===== src/rtl/lycan_pkg.sv =====
// Shared types and bus constants for the lycan USB FIFO path.
package lycan_pkg;

  typedef enum logic [2:0] {
    IDLE,
    RX_OE,
    RX_READ,
    TX_WRITE,
    TURN
  } usb_state_t;

  localparam int USB_WIDTH    = 32;
  localparam int USB_BE_WIDTH = 4;

endpackage


===== src/rtl/usb_rx_fifo.sv =====
// Synchronous RX buffer with first-word-fall-through output.
module usb_rx_fifo #(
  parameter int WIDTH = 32,
  parameter int DEPTH = 8
) (
  input  logic                       clk,
  input  logic                       rst_l,
  input  logic                       push,
  input  logic [WIDTH-1:0]           push_data,
  input  logic                       pop,
  output logic [WIDTH-1:0]           pop_data,
  output logic [$clog2(DEPTH+1)-1:0] count,
  output logic                       valid
);

  localparam int AW = $clog2(DEPTH);
  localparam int CW = $clog2(DEPTH+1);

  logic [WIDTH-1:0] mem_q [DEPTH];
  logic [AW-1:0]    wr_ptr_q, wr_ptr_d;
  logic [AW-1:0]    rd_ptr_q, rd_ptr_d;
  logic [CW-1:0]    count_q, count_d;
  logic             do_push, do_pop;

  always_comb begin
    do_pop   = pop && (count_q != '0);
    // a push into a full buffer is only legal when a pop frees the slot
    do_push  = push && ((count_q != CW'(DEPTH)) || do_pop);
    wr_ptr_d = wr_ptr_q;
    rd_ptr_d = rd_ptr_q;
    count_d  = count_q;
    if (do_push) wr_ptr_d = wr_ptr_q + 1'b1;
    if (do_pop)  rd_ptr_d = rd_ptr_q + 1'b1;
    if (do_push && !do_pop)      count_d = count_q + 1'b1;
    else if (!do_push && do_pop) count_d = count_q - 1'b1;
  end

  always_ff @(posedge clk or negedge rst_l) begin
    if (!rst_l) begin
      wr_ptr_q <= '0;
      rd_ptr_q <= '0;
      count_q  <= '0;
    end else begin
      wr_ptr_q <= wr_ptr_d;
      rd_ptr_q <= rd_ptr_d;
      count_q  <= count_d;
    end
  end

  always_ff @(posedge clk) begin
    if (do_push) mem_q[wr_ptr_q] <= push_data;
  end

  assign valid    = (count_q != '0);
  assign pop_data = valid ? mem_q[rd_ptr_q] : '0;
  assign count    = count_q;

endmodule


===== src/rtl/usb_fifo_ctrl.sv =====
// FT601-style 32-bit synchronous FIFO bus sequencer: RX/TX arbitration,
// bus turnaround and burst limiting.
//
// state    | meaning
// IDLE     | bus released, arbitrating RX vs TX
// RX_OE    | FT601 output enabled, read strobe next
// RX_READ  | read strobe low, capturing words
// TX_WRITE | FPGA drives bus from holding register
// TURN     | one dead cycle, nobody drives the bus
module usb_fifo_ctrl
  import lycan_pkg::*;
#(
  parameter int WIDTH     = USB_WIDTH,
  parameter int RX_DEPTH  = 8,
  parameter int MAX_BURST = 256
) (
  input  logic               clk,
  input  logic               rst_l,
  input  logic [WIDTH-1:0]   usb_data_in,
  output logic [WIDTH-1:0]   usb_data_out,
  output logic               usb_data_oe,
  output logic [WIDTH/8-1:0] usb_be_out,
  input  logic               usb_rx_empty,
  input  logic               usb_tx_full,
  output logic               usb_rden_l,
  output logic               usb_wren_l,
  output logic               usb_outen_l,
  output logic [WIDTH-1:0]   rx_data,
  output logic               rx_valid,
  input  logic               rx_ready,
  input  logic [WIDTH-1:0]   tx_data,
  input  logic               tx_valid,
  output logic               tx_ready
);

  localparam int BW = $clog2(MAX_BURST+1);
  localparam int CW = $clog2(RX_DEPTH+1);
  localparam logic [BW-1:0] BURST_MAX = BW'(MAX_BURST);
  // highest occupancy that still leaves room for two more words
  localparam logic [CW-1:0] RX_OCC_LIM = CW'(RX_DEPTH-2);

  usb_state_t       state_q, state_d;
  logic [BW-1:0]    burst_q, burst_d;
  logic             last_rx_q, last_rx_d;
  logic             rden_l_q, rden_l_d;
  logic             wren_l_q, wren_l_d;
  logic             outen_l_q, outen_l_d;
  logic             hold_full_q, hold_full_d;
  logic [WIDTH-1:0] hold_data_q, hold_data_d;

  logic [CW-1:0]    rx_count, rx_occ_nxt;
  logic             rx_push, rx_pop, rx_req, tx_req, tx_accept;

  usb_rx_fifo #(
    .WIDTH(WIDTH),
    .DEPTH(RX_DEPTH)
  ) u_rx_fifo (
    .clk      (clk),
    .rst_l    (rst_l),
    .push     (rx_push),
    .push_data(usb_data_in),
    .pop      (rx_pop),
    .pop_data (rx_data),
    .count    (rx_count),
    .valid    (rx_valid)
  );

  always_comb begin
    state_d     = state_q;
    burst_d     = burst_q;
    last_rx_d   = last_rx_q;
    rden_l_d    = 1'b1;
    wren_l_d    = 1'b1;
    outen_l_d   = 1'b1;
    hold_full_d = hold_full_q;
    hold_data_d = hold_data_q;
    rx_push     = 1'b0;
    tx_ready    = 1'b0;
    tx_accept   = 1'b0;
    rx_occ_nxt  = rx_count;
    rx_pop      = rx_valid && rx_ready;
    rx_req      = !usb_rx_empty && (rx_count <= RX_OCC_LIM);
    tx_req      = tx_valid && !usb_tx_full;

    case (state_q)
      IDLE: begin
        if (rx_req && (!tx_req || !last_rx_q)) begin
          state_d   = RX_OE;
          burst_d   = '0;
          last_rx_d = 1'b1;
          outen_l_d = 1'b0;
        end else if (tx_req) begin
          state_d   = TX_WRITE;
          burst_d   = '0;
          last_rx_d = 1'b0;
        end
      end
      RX_OE: begin
        state_d   = RX_READ;
        outen_l_d = 1'b0;
        rden_l_d  = 1'b0;
      end
      RX_READ: begin
        rx_push = !rden_l_q && !usb_rx_empty;
        if (rx_push) burst_d = burst_q + 1'b1;
        if (rx_push && !rx_pop)      rx_occ_nxt = rx_count + 1'b1;
        else if (!rx_push && rx_pop) rx_occ_nxt = rx_count - 1'b1;
        if (usb_rx_empty || (rx_occ_nxt > RX_OCC_LIM) || (burst_d == BURST_MAX)) begin
          state_d = TURN;
        end else begin
          rden_l_d  = 1'b0;
          outen_l_d = 1'b0;
        end
      end
      TX_WRITE: begin
        tx_accept = !wren_l_q && !usb_tx_full;
        tx_ready  = (!hold_full_q || tx_accept) && (burst_q < BURST_MAX);
        if (tx_valid && tx_ready) begin
          hold_data_d = tx_data;
          hold_full_d = 1'b1;
          burst_d     = burst_q + 1'b1;
        end else if (tx_accept) begin
          hold_full_d = 1'b0;
        end
        if (hold_full_d) wren_l_d = 1'b0;
        else             state_d  = TURN;
      end
      TURN:    state_d = IDLE;
      default: state_d = IDLE;
    endcase
  end

  always_ff @(posedge clk or negedge rst_l) begin
    if (!rst_l) begin
      state_q     <= IDLE;
      burst_q     <= '0;
      last_rx_q   <= 1'b0;
      rden_l_q    <= 1'b1;
      wren_l_q    <= 1'b1;
      outen_l_q   <= 1'b1;
      hold_full_q <= 1'b0;
      hold_data_q <= '0;
    end else begin
      state_q     <= state_d;
      burst_q     <= burst_d;
      last_rx_q   <= last_rx_d;
      rden_l_q    <= rden_l_d;
      wren_l_q    <= wren_l_d;
      outen_l_q   <= outen_l_d;
      hold_full_q <= hold_full_d;
      hold_data_q <= hold_data_d;
    end
  end

  assign usb_rden_l   = rden_l_q;
  assign usb_wren_l   = wren_l_q;
  assign usb_outen_l  = outen_l_q;
  assign usb_data_oe  = (state_q == TX_WRITE);
  assign usb_data_out = usb_data_oe ? hold_data_q : '0;
  assign usb_be_out   = '1;

endmodule


===== config.mk =====
export PLATFORM = sky130hd
export DESIGN_NAME = usb_fifo_ctrl
export DESIGN_NICKNAME = d
export VERILOG_FILES = /design/src/rtl/lycan_pkg.sv /design/src/rtl/usb_rx_fifo.sv /design/src/rtl/usb_fifo_ctrl.sv
export SDC_FILE = /design/constraint.sdc
export NUM_CORES = 1
export LEC_CHECK = 0
export CAP_MARGIN = 20
export CORE_MARGIN = 3
export CORE_UTILIZATION = 55
export CTS_BUF_LIST = sky130_fd_sc_hd__clkbuf_16
export DETAILED_ROUTE_END_ITERATION = 16
export HOLD_SLACK_MARGIN = 0.15
export PLACE_DENSITY_LB_ADDON = 0.1
export SLEW_MARGIN = 20
export SYNTH_ARGS = -nofsm -noshare
export SYNTH_HDL_FRONTEND = slang
export SYNTH_SLANG_ARGS = --single-unit

===== constraint.sdc =====
create_clock -name clk -period 5.75 [get_ports clk]
set_clock_uncertainty 0.05 [all_clocks]
set_input_delay 0.575 -clock clk [delete_from_list [all_inputs] [get_ports clk]]
set_output_delay 0.575 -clock clk [all_outputs]
set_load 0.005 [all_outputs]

# == Word level (Yosys, flattened, before mapping) ==
# Memories as Yosys holds them, arrays and structs flattened.
# Cells that the tools add are included.
# totals
inputBits,70
n_memories,1
mem_bits_rw,256
regBits,59
elab_cells,101
# classes
muxes,33
eq_ne,9
n_addsub,5
n_lt_le_gt_ge,3
reduce_logical,39
# memory_table
memory,words,width,read_ports,rd_ports_with_merged_regs,write_ports,line,text
u_rx_fifo.mem_q,8,32,1,0,1,usb_rx_fifo.sv:19,logic [WIDTH-1:0] mem_q [DEPTH];
# op_table
operator,count
32-bit 2-to-1 mux,2
9-bit 2-to-1 mux,5
9-bit one-hot mux with 3 select lines,1
4-bit 2-to-1 mux,5
1-bit logical AND,14
1-bit 2-to-1 mux,13
3-bit 2-to-1 mux,4
3-bit one-hot mux with 4 select lines,1
1-bit logical NOT,11
"9-bit by 1-bit adder with 9-bit output, second input constant",1
"9-bit equality test, second input constant",1
"9-bit < comparator, second input constant",1
"3-bit by 1-bit adder with 3-bit output, second input constant",2
"3-bit by 2-bit equality test with 1-bit output, second input constant",2
3-bit AND reduction,2
1-bit logical OR,5
"4-bit by 1-bit adder with 4-bit output, second input constant",1
"4-bit by 3-bit greater-than comparator with 1-bit output, second input constant",1
"4-bit by 3-bit less-or-equal comparator with 1-bit output, second input constant",1
"2-bit inequality test, second input constant",2
"4-bit inequality test, second input constant",1
2-bit AND reduction,2
2-bit nonzero test,2
4-bit nonzero test,1
other kinds (8),8

# == Longest topological paths before layout ==
# Gate-level depths: netlist of the first run.
# logic_depth
ltp_word,12
ltp_mapped,11
depth_no_buf,11

# == Cells and area by module ==
# A second synthesis of the first run with hierarchy kept.
# unflattened
cells_unflattened,698
area_unflattened_um2,12873.6
# by_module_without_submodules
module,seq_area_each_um2,instances,area_per_inst_um2,cells_each
usb_rx_fifo,7937.6,1,10233.6,439
usb_fifo_ctrl,1229.9,1,2640.0,259

# == Worst setup path after synthesis of the first run ==
# OpenSTA, ideal clock, no wires.
# synth_timing
kind,input to register
start,input usb_rx_empty
end,memory u_rx_fifo.mem_q[0][0] (enable)
setup_slack_ns,0.607
path_stages,4
setup_time_ns,0.501
path_buffers,1
required_time_ns,5.199
arrival_time_ns,4.591
cell_sequence,or2_2 -> or4_1 -> clkbuf_1 -> nor4_1
# synth_via
elab_chain_cells,6
# synth_rtl
item,line,text
"start, declared",usb_fifo_ctrl.sv:23,"input logic usb_rx_empty,"
1-bit logical NOT,usb_fifo_ctrl.sv:104,rx_push = !rden_l_q && !usb_rx_empty;
1-bit logical AND,usb_fifo_ctrl.sv:104,
1-bit 2-to-1 mux,usb_fifo_ctrl.sv:85,case (state_q)
1-bit logical AND,usb_rx_fifo.sv:28,do_push = push && ((count_q != CW'(DEPTH)) || do_pop);
1-bit 2-to-1 mux,usb_rx_fifo.sv:51,if (do_push) mem_q[wr_ptr_q] <= push_data;
1-bit 2-to-1 mux (implied by the code),usb_rx_fifo.sv:51,
"end, declared",usb_rx_fifo.sv:19,
# No other way between the ends.

# == Final worst setup path of the first run ==
# layout_timing
start,register u_rx_fifo.rd_ptr_q[1]
end,output rx_data[3]
# layout_via
elab_chain_cells,2
# layout_rtl
item,line,text
"start, declared",usb_rx_fifo.sv:21,"logic [AW-1:0] rd_ptr_q, rd_ptr_d;"
"start signal, assigned",usb_rx_fifo.sv:45,rd_ptr_q <= rd_ptr_d;
memory read 8 x 32 bit,--,
32-bit 2-to-1 mux,usb_rx_fifo.sv:55,assign pop_data = valid ? mem_q[rd_ptr_q] : '0;
"end, declared",usb_fifo_ctrl.sv:28,"output logic [WIDTH-1:0] rx_data,"
# No other way between the ends.

==> summary.txt, run 1 <==
Global routing
  – Number of global-route vias before repair: between 7000 and 8000
  – Remaining global-route overflow: 0
  – Antenna violations before repair: 1
  – Largest net degree at the start of global routing: 60
  – Overall global routing resource usage: 0.202
  – Global-route wire length before repair: roughly 41000 µm

Drt
  – Post-detailed-route wirelength per cell: 21.1 µm
  – Drt pass-1 iters: 5
  – Post-DR vias/cell: 5.73
  – Drt drc: 0
  – Number of routed nets with antenna violations: 0
  – Detailed Route WL: 25500 µm
  – Total via count in the routed design: approximately 6900
  – Iteration-0 DRC count of the detailed router: about 400

STA
  – Number of pins with negative max-slew slack in the final report: 0
  – Maximum clock rate: 262 MHz
  – Final WS setup: 1.93 ns
  – Relative max-transition margin: 0.249
  – Endpoints failing hold: 0
  – Setup tns final: 0 ns
  – Transition time at the pin with the least slew margin: roughly 1.1 ns
  – Final worst path period share: 0.664
  – RSZ-0062 raised after global routing: no
  – Minimum clock period after layout: 3.82 ns
  – Finish-stage setup viols: 0

CTS
  – Clock latency reported for the late side of the worst-skew pair: ~0.50 ns
  – TritonCTS clock tree: built
  – CTS Root Buffer Type: sky130_fd_sc_hd__clkbuf_16
  – Hold-fix buffers at CTS: 0
  – Number of clock sinks: about 320
  – Number of H-tree levels: 2
  – CTS buffer count: 35
  – Post-cts gate resize count: 0
  – Clock Pin Slew Worst Setup and Hold Paths: approximately 0.050 ns
  – Post-CTS setup buffers: 0
  – Buffer depth of the longest clock path: 3

Setup path
  – Reg-to-reg setup timing slack: 2.34 ns
  – Type of destination of the critical path: primary output
  – CP required: between 5 and 6 ns
  – Max stage delay cell, worst path: sky130_fd_sc_hd__dfrtp_2
  – Bufs and invs on worst path: 2
  – Critical path depth: 5
  – Cell-by-cell trace of the critical path: buf_4 > mux4_2 > mux2i_1 > nor2_1 > clkdlybuf4s50_1
  – Worst Path Max Fanout: 45
  – Critical path start-end classification: reg -> out
  – Cell family with the largest share of critical-path delay: flip-flops
  – Depth of the worst register-to-register path: 7
  – Slowest stage delay, CP: 1.11 ns
  – Startpoint Class: register
  – Signal arrival time at the worst endpoint: 3.19 ns

Run
  – Max capacitance violation total: 0

Synth
  – Main area contributors after synthesis: sky130_fd_sc_hd__edfxtp_1 (60%), sky130_fd_sc_hd__mux4_2 (11%), sky130_fd_sc_hd__dfrtp_1 (11%)
  – Share of flip-flops with an asynchronous set or reset after synthesis: 0.187
  – Top cells by count, synth: sky130_fd_sc_hd__edfxtp_1 (256), sky130_fd_sc_hd__mux4_2 (64), sky130_fd_sc_hd__dfrtp_1 (56), sky130_fd_sc_hd__nor2_1 (49), sky130_fd_sc_hd__and3_1 (34)
  – Share of the synthesized area in the top cell type: 0.596
  – Seq/Total Area, Yosys: 0.711
  – Post-Syn Instances: 720
  – Synthesis Warnings: 0
  – Count of flip-flops with a built-in enable after synthesis: around 260
  – Number of synthesized register bits: roughly 320
  – Post-synthesis cell type with the largest combined area: sky130_fd_sc_hd__edfxtp_1
  – Primary flip-flop cell chosen by synthesis mapping: sky130_fd_sc_hd__edfxtp_1
  – Distinct cell type count of the synthesized netlist: 54
  – Average instance area after synthesis: between 15 and 20 µm²
  – Most repeated cell in the gate-level netlist after synthesis: sky130_fd_sc_hd__edfxtp_1
  – Mapped Area: about 13000 µm²

Power
  – Internal power summed over all cells: about 5 mW
  – Logic gate share of total power: 0.296
  – Post-route total power: just over 7 mW
  – Clock network fraction of design power: 0.297
  – Sw frac: 0.281
  – Pwr Density: around 450 nW/µm²
  – Leakage power summed over all cells: between 5 and 6 nW
  – Switching Power: about 2.0 mW
  – Fraction of power consumed by sequential logic: 0.408
  – Worst IR drop on VDD: between 0.3 and 0.4 mV

Final layout
  – Fraction of final layout cells sized beyond drive strength 1: 0.203
  – Reg area: approximately 9000 µm²
  – Antenna Cells: 0
  – Fill cell instance count of the final layout: roughly 1500
  – Area growth, synth to finish: 22.3%
  – Multi-input gate area: approximately 3500 µm²
  – Post-layout nets: around 950

Placed design
  – Number of input and output port buffers inserted: 139
  – Final HPWL DP: around 15000 µm
  – Setup slack after placement: ~1.9 ns
  – Final GP Congestion: 0.846

Floorplan
  – I/O pin total: between 100 and 150
  – Width of the chip: 159 µm
  – Vertical die dimension: approximately 160 µm
  – Initial standard-cell utilization of the core: 0.564
  – Die Footprint: 25300 µm²
  – Area of the core: about 23000 µm²
  – Core Rows: 55

Outcome
  – Status: finished clean

Min path
  – Worst min path class: in -> async
sequential cells by signal, indices dropped and copies added, names as in the netlist, 3 cells and up:
name / count
u_rx_fifo.wr_ptr_q: 3
state_q: 3
hold_data_q: 32
u_rx_fifo.mem_q: 256
burst_q: 9
u_rx_fifo.rd_ptr_q: 3
u_rx_fifo.count: 4
worst paths after layout:
| kind | start | endpoint |
|---|---|---|
| setup / recovery | u_rx_fifo.rd_ptr_q[1]$_DFFE_PN0P_ | rx_data[3] |
| hold / removal | rst_l | burst_q[4]$_DFFE_PN0P_ |
| setup reg to reg | u_rx_fifo.count[0]$_DFFE_PN0P_ | u_rx_fifo.mem_q[5][14]$_DFFE_PP_ |
| hold reg to reg | hold_data_q[20]$_DFFE_PN0P_ | hold_data_q[20]$_DFFE_PN0P_ |
| max in group asynchronous | rst_l | u_rx_fifo.rd_ptr_q[0]$_DFFE_PN0P_ |
| min in group clk | hold_data_q[20]$_DFFE_PN0P_ | hold_data_q[20]$_DFFE_PN0P_ |
worst reg2reg max path, delay by kind of cell, from the launching register on:
family        cells  cell delay, ns
simple gates      4            1.95
fa+ha+maj         1            0.23
flops             1            0.46
buf+inv           2            0.33
layout make-up:
type                    count  area share
flip-flops and latches    315       0.582
multi-input cells         354       0.224
well taps                 313      0.0248
clock buffers              36      0.0571
repair buffers            154      0.0966
clock inverters            28      0.0138
inverters                   8     0.00190
kinds of logic (layout without fill, tap and decap cells):
family                   after synthesis  after routing  synth area share
AO/OA/AOI/OAI                         56             56            0.0295
XOR/XNOR                              11             11           0.00747
adder cells (fa/ha/maj)                8              8           0.00776
buffers and inverters                 54            226            0.0202
flip-flops                           315            315             0.711
multiplexers                         129            129             0.165
other                                  1              4          0.000291
AND/OR/NAND/NOR                      146            146            0.0584
routing by layer:
layer / GRT usage / part of all wire / vias to the layer above / wire length (µm)
met5: 0 / 0.00051 / - / 13
met4: 0.0577 / 0.020 / 2 / 510
met3: 0.0450 / 0.056 / 39 / 1430
met2: 0.341 / 0.50 / 225 / 12700
met1: 0.268 / 0.42 / 3513 / 10800
li1: - / - / 3146 / -
stage by stage:
stage               utilization  instance area [µm²]  instances  hold slack [ns]
global placement          0.640                14600       1142            0.428
CTS                       0.688                15700       1206            0.197
global route              0.690                15800       1208            0.253
floorplan                     -                12900        723            0.229
detailed placement        0.640                14600       1142            0.438
finish                    0.690                15800       1208            0.172
power by group through the flow:
stage	Combinational, mW	Sequential (mW)	Clock, mW
after floorplan	1.43	2.79	0
after global placement	2.10	2.94	0
after detailed placement	2.13	2.96	0
after CTS	2.15	2.91	2.16
after global routing	2.31	2.95	2.25
final	2.11	2.91	2.12
layout by cell type, fill, tap and decap left out, drive strengths merged, types with 2 or more instances in the layout:
master           n
dfstp            3
mux2i           33
a21oi            9
xnor2            7
nand2           19
ha               8
bufinv           3
mux4            64
inv             18
nor3             8
or4              2
conb             4
clkinvlp         2
nand2b           5
nor2            49
edfxtp         256
nand4            4
nor4             2
o21ai           14
or3              3
and2             2
or2              2
a31oi            7
buf             16
and3            35
a211oi           4
mux2            32
clkdlybuf4s50  138
nand3            4
a311oi           2
nor2b            4
dfrtp           56
nand3b           2
xor2             4
a211o            2
clkbuf          36
clkinv          13
o31ai           10
No activity file was read; power rests on OpenSTA's default activity.
==> run 2: changes to the inputs <==
CORE_UTILIZATION = 51   (was 55)
clock period = 3.35 ns   (was 5.75 ns; I/O delays follow)
==> summary.txt, run 2 (same netlist as run 1, synthesis figures left out) <==
Setup path
  – Startpoint Class: register
  – Worst r2r src: u_rx_fifo.count[0]$_DFFE_PN0P_
  – Depth of the worst register-to-register path: 8
  – Cell-by-cell trace of the critical path: buf_12 > mux4_2 > mux2i_1 > nor2_1 > clkdlybuf4s50_1
  – Max stage delay cell, worst path: sky130_fd_sc_hd__dfrtp_4
  – Cell family with the largest share of critical-path delay: buffers and inverters
  – Type of destination of the critical path: primary output
  – Critical path start-end classification: reg -> out
  – Slowest stage delay, CP: between 0.6 and 0.7 ns
  – Signal arrival time at the worst endpoint: around 2.8 ns
  – CP required: a little under 3 ns
  – Worst Path Max Fanout: 24
  – Bufs and invs on worst path: 2
  – Terminus of the critical flop-to-flop path: u_rx_fifo.mem_q[4][2]$_DFFE_PP_
  – Reg-to-reg setup timing slack: 0.46 ns

Min path
  – Worst min path class: in -> reg
  – Hold path startpoint: tx_data[10]
  – Hold Path Sink: hold_data_q[10]$_DFFE_PN0P_
  – Hold Path Stages: 2

STA
  – Maximum clock rate: roughly 320 MHz
  – Worst hold slack across all endpoints: just under 0.4 ns
  – Final worst path period share: 0.941
  – Endpoints failing hold: 0
  – Transition time at the pin with the least slew margin: between 0.8 and 0.9 ns
  – Finish-stage setup viols: 0
  – Relative max-transition margin: 0.406
  – Minimum clock period after layout: between 3 and 4 ns
  – Number of pins with negative max-slew slack in the final report: 0
  – Final WS setup: roughly 0.20 ns
  – RSZ-0062 raised after global routing: no

CTS
  – Post-CTS setup buffers: 0
  – CTS buffer count: 34
  – Number of clock sinks: roughly 320
  – Number of H-tree levels: 2
  – Clock latency reported for the late side of the worst-skew pair: 0.50 ns
  – Clock Pin Slew Worst Setup and Hold Paths: about 0.060 ns
  – Post-cts gate resize count: 0
  – TritonCTS clock tree: built
  – CTS Root Buffer Type: sky130_fd_sc_hd__clkbuf_16
  – Buffer depth of the longest clock path: 3

Global routing
  – Global-route wire length before repair: a little over 40000 µm
  – Antenna violations before repair: 0
  – Number of global-route vias before repair: around 7400
  – Largest net degree at the start of global routing: 67
  – Remaining global-route overflow: 0
  – Overall global routing resource usage: 0.198

Power
  – Worst IR drop on VDD: ~0.48 mV
  – Sw frac: 0.283
  – Logic gate share of total power: 0.307
  – Leakage power summed over all cells: between 5 and 6 nW
  – Fraction of power consumed by sequential logic: 0.400
  – Internal power summed over all cells: around 8.9 mW
  – Switching Power: between 3 and 4 mW
  – Post-route total power: about 12 mW
  – Clock network fraction of design power: 0.293
  – Pwr Density: around 780 nW/µm²

Final layout
  – Area growth, synth to finish: 23.8%
  – Largest registers: u_rx_fifo.mem_q (256), hold_data_q (32), burst_q (9)
  – Post-layout nets: about 960
  – Highest-count cells in the layout ignoring fill and taps: sky130_fd_sc_hd__edfxtp_1 (256), sky130_fd_sc_hd__clkdlybuf4s50_1 (138), sky130_fd_sc_hd__mux4_2 (64), sky130_fd_sc_hd__dfrtp_1 (53), sky130_fd_sc_hd__nor2_1 (46)
  – Multi-input gate area: ~3500 µm²
  – Post-route design area: between 15000 and 20000 µm²
  – Top reg by flops: u_rx_fifo.mem_q
  – Largest register FFs: about 260
  – Antenna Cells: 0
  – Reg area: between 9000 and 10000 µm²
  – Fill cell instance count of the final layout: between 1500 and 2000
  – Fraction of the core area covered by cells at the end of the flow: 0.649
  – Most frequent standard cell in the layout excluding fill and tap cells: sky130_fd_sc_hd__edfxtp_1
  – Fraction of final layout cells sized beyond drive strength 1: 0.212

Placed design
  – Final GP Congestion: ~0.87
  – Final HPWL DP: around 16000 µm
  – Setup slack after placement: 0.294 ns
  – Placed cell area: 14900 µm²
  – Number of input and output port buffers inserted: 139

Drt
  – Post-DR vias/cell: approximately 5.7
  – Detailed Route WL: about 26000 µm
  – Iteration-0 DRC count of the detailed router: 501
  – Number of routed nets with antenna violations: 0
  – Total via count in the routed design: between 6000 and 7000
  – Drt drc: 0
  – Post-detailed-route wirelength per cell: between 20 and 25 µm
  – Drt pass-1 iters: 5

Floorplan
  – Area of the core: 24600 µm²
  – Vertical die dimension: about 170 µm
  – Initial standard-cell utilization of the core: 0.524
  – Core Rows: 57
  – I/O pin total: around 140
  – Width of the chip: approximately 170 µm
  – Die Footprint: 27200 µm²

Run
  – Max capacitance violation total: 0

Outcome
  – Status: finished clean
==> run 2: changes by cell type in the layout (fill, tap and decap cells not counted), moves of 3 or more <==
cell                         before  now
sky130_fd_sc_hd__buf_4           13   17
sky130_fd_sc_hd__inv_1           17   14
sky130_fd_sc_hd__clkinvlp_4       2    5
sky130_fd_sc_hd__buf_12           0    9
sky130_fd_sc_hd__clkinv_2         7    2
==> run 2: per-layer routing <==
| metal | GRT usage | part of all wire | vias to the layer above |
|---|---|---|---|
| met1 | 0.271 | 0.43 | 3589 |
| met4 | 0.0454 | 0.018 | 0 |
| li1 | - | - | 3156 |
| met3 | 0.0371 | 0.056 | 38 |
| met5 | 0 | 0 | - |
| met2 | 0.332 | 0.49 | 189 |
==> run 2: how the worst max path moves through the flow <==
stage / from / end / slack (ns) / cells past startpoint
CTS: u_rx_fifo.rd_ptr_q[0]$_DFFE_PN0P_ / rx_data[22] / 0.10 / 5
floorplan: u_rx_fifo.count[0]$_DFFE_PN0P_ / u_rx_fifo.mem_q[2][0]$_DFFE_PP_ / -0.94 / 6
global route: u_rx_fifo.rd_ptr_q[0]$_DFFE_PN0P_ / rx_data[25] / 0.03 / 5
finish: u_rx_fifo.rd_ptr_q[0]$_DFFE_PN0P_ / rx_data[19] / 0.20 / 5
detailed placement: usb_rx_empty / u_rx_fifo.mem_q[4][10]$_DFFE_PP_ / 0.29 / 7
global placement: usb_rx_empty / u_rx_fifo.mem_q[4][10]$_DFFE_PP_ / 0.30 / 7
==> run 2: cell type report <==
class                      count  share of cell area
clock buffer                  35              0.0549
clock inverter                25              0.0144
inverter                       8             0.00188
multi-input combinational    354               0.222
sequential                   315               0.575
tap                          324              0.0254
timing repair buffer         166               0.107
==> run 2: worst register-to-register path, cell delays in order, from the launching register on <==
cell                       delay, ns
sky130_fd_sc_hd__dfrtp_1        0.46
sky130_fd_sc_hd__inv_1          0.14
sky130_fd_sc_hd__ha_1           0.24
sky130_fd_sc_hd__nor4bb_1       0.13
sky130_fd_sc_hd__or4_1          0.57
sky130_fd_sc_hd__inv_1          0.15
sky130_fd_sc_hd__nand2_1        0.25
sky130_fd_sc_hd__nor3_4         0.21
sky130_fd_sc_hd__buf_4          0.34
==> run 2: power by group through the flow <==
stage	clock (mW)	combinational [mW]	sequential, mW
2_1_floorplan	0	2.45	4.79
4_1_cts	3.75	3.89	4.98
3_5_place_dp	0	3.86	5.06
3_3_place_gp	0	3.81	5.03
6_report	3.64	3.82	4.97
5_1_grt	3.91	4.17	5.03
==> run 2: what timing repair did <==
action | in CTS | in global routing
setup endpoints to repair | 0 | 0
hold buffers | 1 | 0
endpoints found under the hold margin | 36 | 0
==> run 2: through the flow <==
| step | std cells | setup TNS (ns) |
|---|---|---|
| after detailed placement | 1166 | 0 |
| final | 1227 | 0 |
| after floorplan | 723 | -103.33 |
| after CTS | 1227 | 0 |
| after global routing | 1227 | 0 |
| after global placement | 1166 | 0 |
==> run 3: changes to the inputs <==
CORE_UTILIZATION = 37   (was 51)
PLACE_DENSITY_LB_ADDON = unset   (was 0.1)
==> summary.txt, run 3 (same netlist as run 1, synthesis figures left out) <==
Placed design
  – Placed cell area: 15100 µm²
  – Setup slack after placement: 0.273 ns
  – Final HPWL DP: ~17000 µm
  – Total placed cells including tap cells: 1296
  – Number of input and output port buffers inserted: between 100 and 150
  – Final GP Congestion: ~0.75

Final layout
  – Post-route design area: about 16000 µm²
  – Largest registers: u_rx_fifo.mem_q (256), hold_data_q (32), burst_q (9)
  – Most frequent standard cell in the layout excluding fill and tap cells: sky130_fd_sc_hd__edfxtp_1
  – Post-route non-filler standard cell count: roughly 1400
  – Area growth, synth to finish: 25.0%
  – Highest-count cells in the layout ignoring fill and taps: sky130_fd_sc_hd__edfxtp_1 (256), sky130_fd_sc_hd__clkdlybuf4s50_1 (138), sky130_fd_sc_hd__mux4_2 (64), sky130_fd_sc_hd__dfrtp_1 (53), sky130_fd_sc_hd__nor2_1 (46)
  – Top reg by flops: u_rx_fifo.mem_q
  – Fill cell instance count of the final layout: between 2000 and 3000
  – Antenna Cells: 0
  – Post-layout nets: roughly 960
  – Largest register FFs: ~260
  – Fraction of final layout cells sized beyond drive strength 1: 0.213

CTS
  – Post-cts gate resize count: 0
  – Number of H-tree levels: 2
  – Number of clock sinks: approximately 320
  – Buffer depth of the longest clock path: 3
  – TritonCTS clock tree: built
  – Clock latency reported for the late side of the worst-skew pair: 0.52 ns
  – Clock Pin Slew Worst Setup and Hold Paths: about 0.06 ns
  – CTS Root Buffer Type: sky130_fd_sc_hd__clkbuf_16
  – CTS buffer count: 35

Setup path
  – Max stage delay cell, worst path: sky130_fd_sc_hd__dfrtp_4
  – Depth of the worst register-to-register path: 8
  – Terminus of the critical flop-to-flop path: u_rx_fifo.mem_q[4][30]$_DFFE_PP_
  – Worst Path Max Fanout: 27
  – Signal arrival time at the worst endpoint: 2.70 ns
  – Critical path start-end classification: reg -> out
  – Reg-to-reg setup timing slack: approximately 0.50 ns
  – Cell-by-cell trace of the critical path: buf_12 > mux4_2 > mux2i_1 > nor2_1 > clkdlybuf4s50_1
  – Startpoint Class: register
  – Slowest stage delay, CP: just under 0.6 ns
  – Type of destination of the critical path: primary output
  – CP required: ~3.0 ns
  – Worst r2r src: u_rx_fifo.count[0]$_DFFE_PN0P_

Floorplan
  – Vertical die dimension: between 150 and 200 µm
  – I/O pin total: 144
  – Initial standard-cell utilization of the core: 0.380
  – Width of the chip: 193 µm
  – Area of the core: around 34000 µm²
  – Core Rows: 67
  – Die Footprint: ~37000 µm²

Global routing
  – Antenna violations before repair: 0
  – Remaining global-route overflow: 0
  – Number of global-route vias before repair: between 7000 and 8000
  – Overall global routing resource usage: 0.144
  – Global-route wire length before repair: a little over 40000 µm
  – Largest net degree at the start of global routing: between 60 and 70

Drt
  – Post-detailed-route wirelength per cell: about 20 µm
  – Number of routed nets with antenna violations: 0
  – Post-DR vias/cell: 5.13
  – Drt pass-1 iters: 5
  – Iteration-0 DRC count of the detailed router: roughly 480
  – Total via count in the routed design: around 7000
  – Drt drc: 0
  – Detailed Route WL: about 27000 µm

STA
  – Transition time at the pin with the least slew margin: roughly 0.57 ns
  – Final worst path period share: 0.922
  – RSZ-0062 raised after global routing: no
  – Finish-stage setup viols: 0
  – Relative max-transition margin: 0.616
  – Worst hold slack across all endpoints: roughly 0.24 ns
  – Minimum clock period after layout: slightly above 3 ns
  – Endpoints failing hold: 0
  – Maximum clock rate: 324 MHz
  – Number of pins with negative max-slew slack in the final report: 0
  – Final WS setup: around 0.26 ns
  – Setup tns final: 0 ns

Power
  – Pwr Density: approximately 760 nW/µm²
  – Clock network fraction of design power: 0.283
  – Switching Power: 3.58 mW
  – Leakage power summed over all cells: between 5 and 6 nW
  – Logic gate share of total power: 0.318
  – Fraction of power consumed by sequential logic: 0.399
  – Worst IR drop on VDD: between 0.4 and 0.5 mV
  – Sw frac: 0.290
  – Internal power summed over all cells: 8.74 mW

Min path
  – Worst min path class: in -> async

Outcome
  – Status: finished clean

Run
  – Max capacitance violation total: 0
==> run 3: cell count changes in the layout (fill, tap and decap cells not counted), sizes merged <==
cell | before | now
bufinv | 4 | 1
buf | 27 | 33
inv | 15 | 18
clkinv | 9 | 16
clkinvlp | 5 | 0
==> run 3: cell type report <==
cell class	instances	area, µm²	share of cell area
Tap cell	448	561	0.0348
Clock inverter	27	180	0.0112
Inverter	8	30.0	0.00186
Sequential cell	315	9170	0.569
Clock buffer	35	876	0.0543
Timing Repair Buffer	172	1750	0.109
Multi-Input combinational cell	354	3550	0.220
==> run 3: metrics by stage <==
stage                     utilization  power (mW)
after global routing            0.475        13.0
after CTS                       0.475        12.5
after detailed placement        0.443        8.97
after floorplan                     -        7.24
final                           0.475        12.3
after global placement          0.443        8.95
==> run 3: worst max path at each step <==
stage / start / end / slack, ns
finish: u_rx_fifo.rd_ptr_q[0]$_DFFE_PN0P_ / rx_data[14] / 0.26
global route: u_rx_fifo.rd_ptr_q[0]$_DFFE_PN0P_ / rx_data[14] / 0.05
CTS: u_rx_fifo.rd_ptr_q[0]$_DFFE_PN0P_ / rx_data[7] / 0.18
detailed placement: usb_rx_empty / u_rx_fifo.mem_q[4][27]$_DFFE_PP_ / 0.27
global placement: usb_rx_empty / u_rx_fifo.mem_q[6][24]$_DFFE_PP_ / 0.30
floorplan: u_rx_fifo.count[0]$_DFFE_PN0P_ / u_rx_fifo.mem_q[2][0]$_DFFE_PP_ / -0.94
==> run 3: worst max-delay path, delay by kind of cell (launching register included) <==
family | cells | cell delay (ns)
multiplexers | 2 | 0.77
buffers and inverters | 2 | 0.73
flip-flops | 1 | 0.58
AND/OR/NAND/NOR | 1 | 0.08
==> run 3: repair_timing <==
action | in CTS | in global routing
hold buffers | 1 | 0
setup buffers | 0 | 0
endpoints found under the hold margin | 17 | 0
endpoints found under the setup margin | 0 | 0
==> run 3: power by group through the flow <==
stage	sequential [mW]	combinational (mW)	clock, mW
5_1_grt	4.97	4.30	3.76
2_1_floorplan	4.79	2.45	0
6_report	4.92	3.91	3.49
3_5_place_dp	4.99	3.98	0
4_1_cts	4.92	4.00	3.61
3_3_place_gp	4.98	3.97	0
==> run 3: per-layer routing <==
| metal | global-route usage | up-vias | wire length [µm] |
|---|---|---|---|
| met5 | 0 | - | 0 |
| met4 | 0.0395 | 0 | 512 |
| met3 | 0.0254 | 42 | 1390 |
| met2 | 0.234 | 179 | 12600 |
| met1 | 0.201 | 3565 | 12200 |
| li1 | - | 3180 | - |
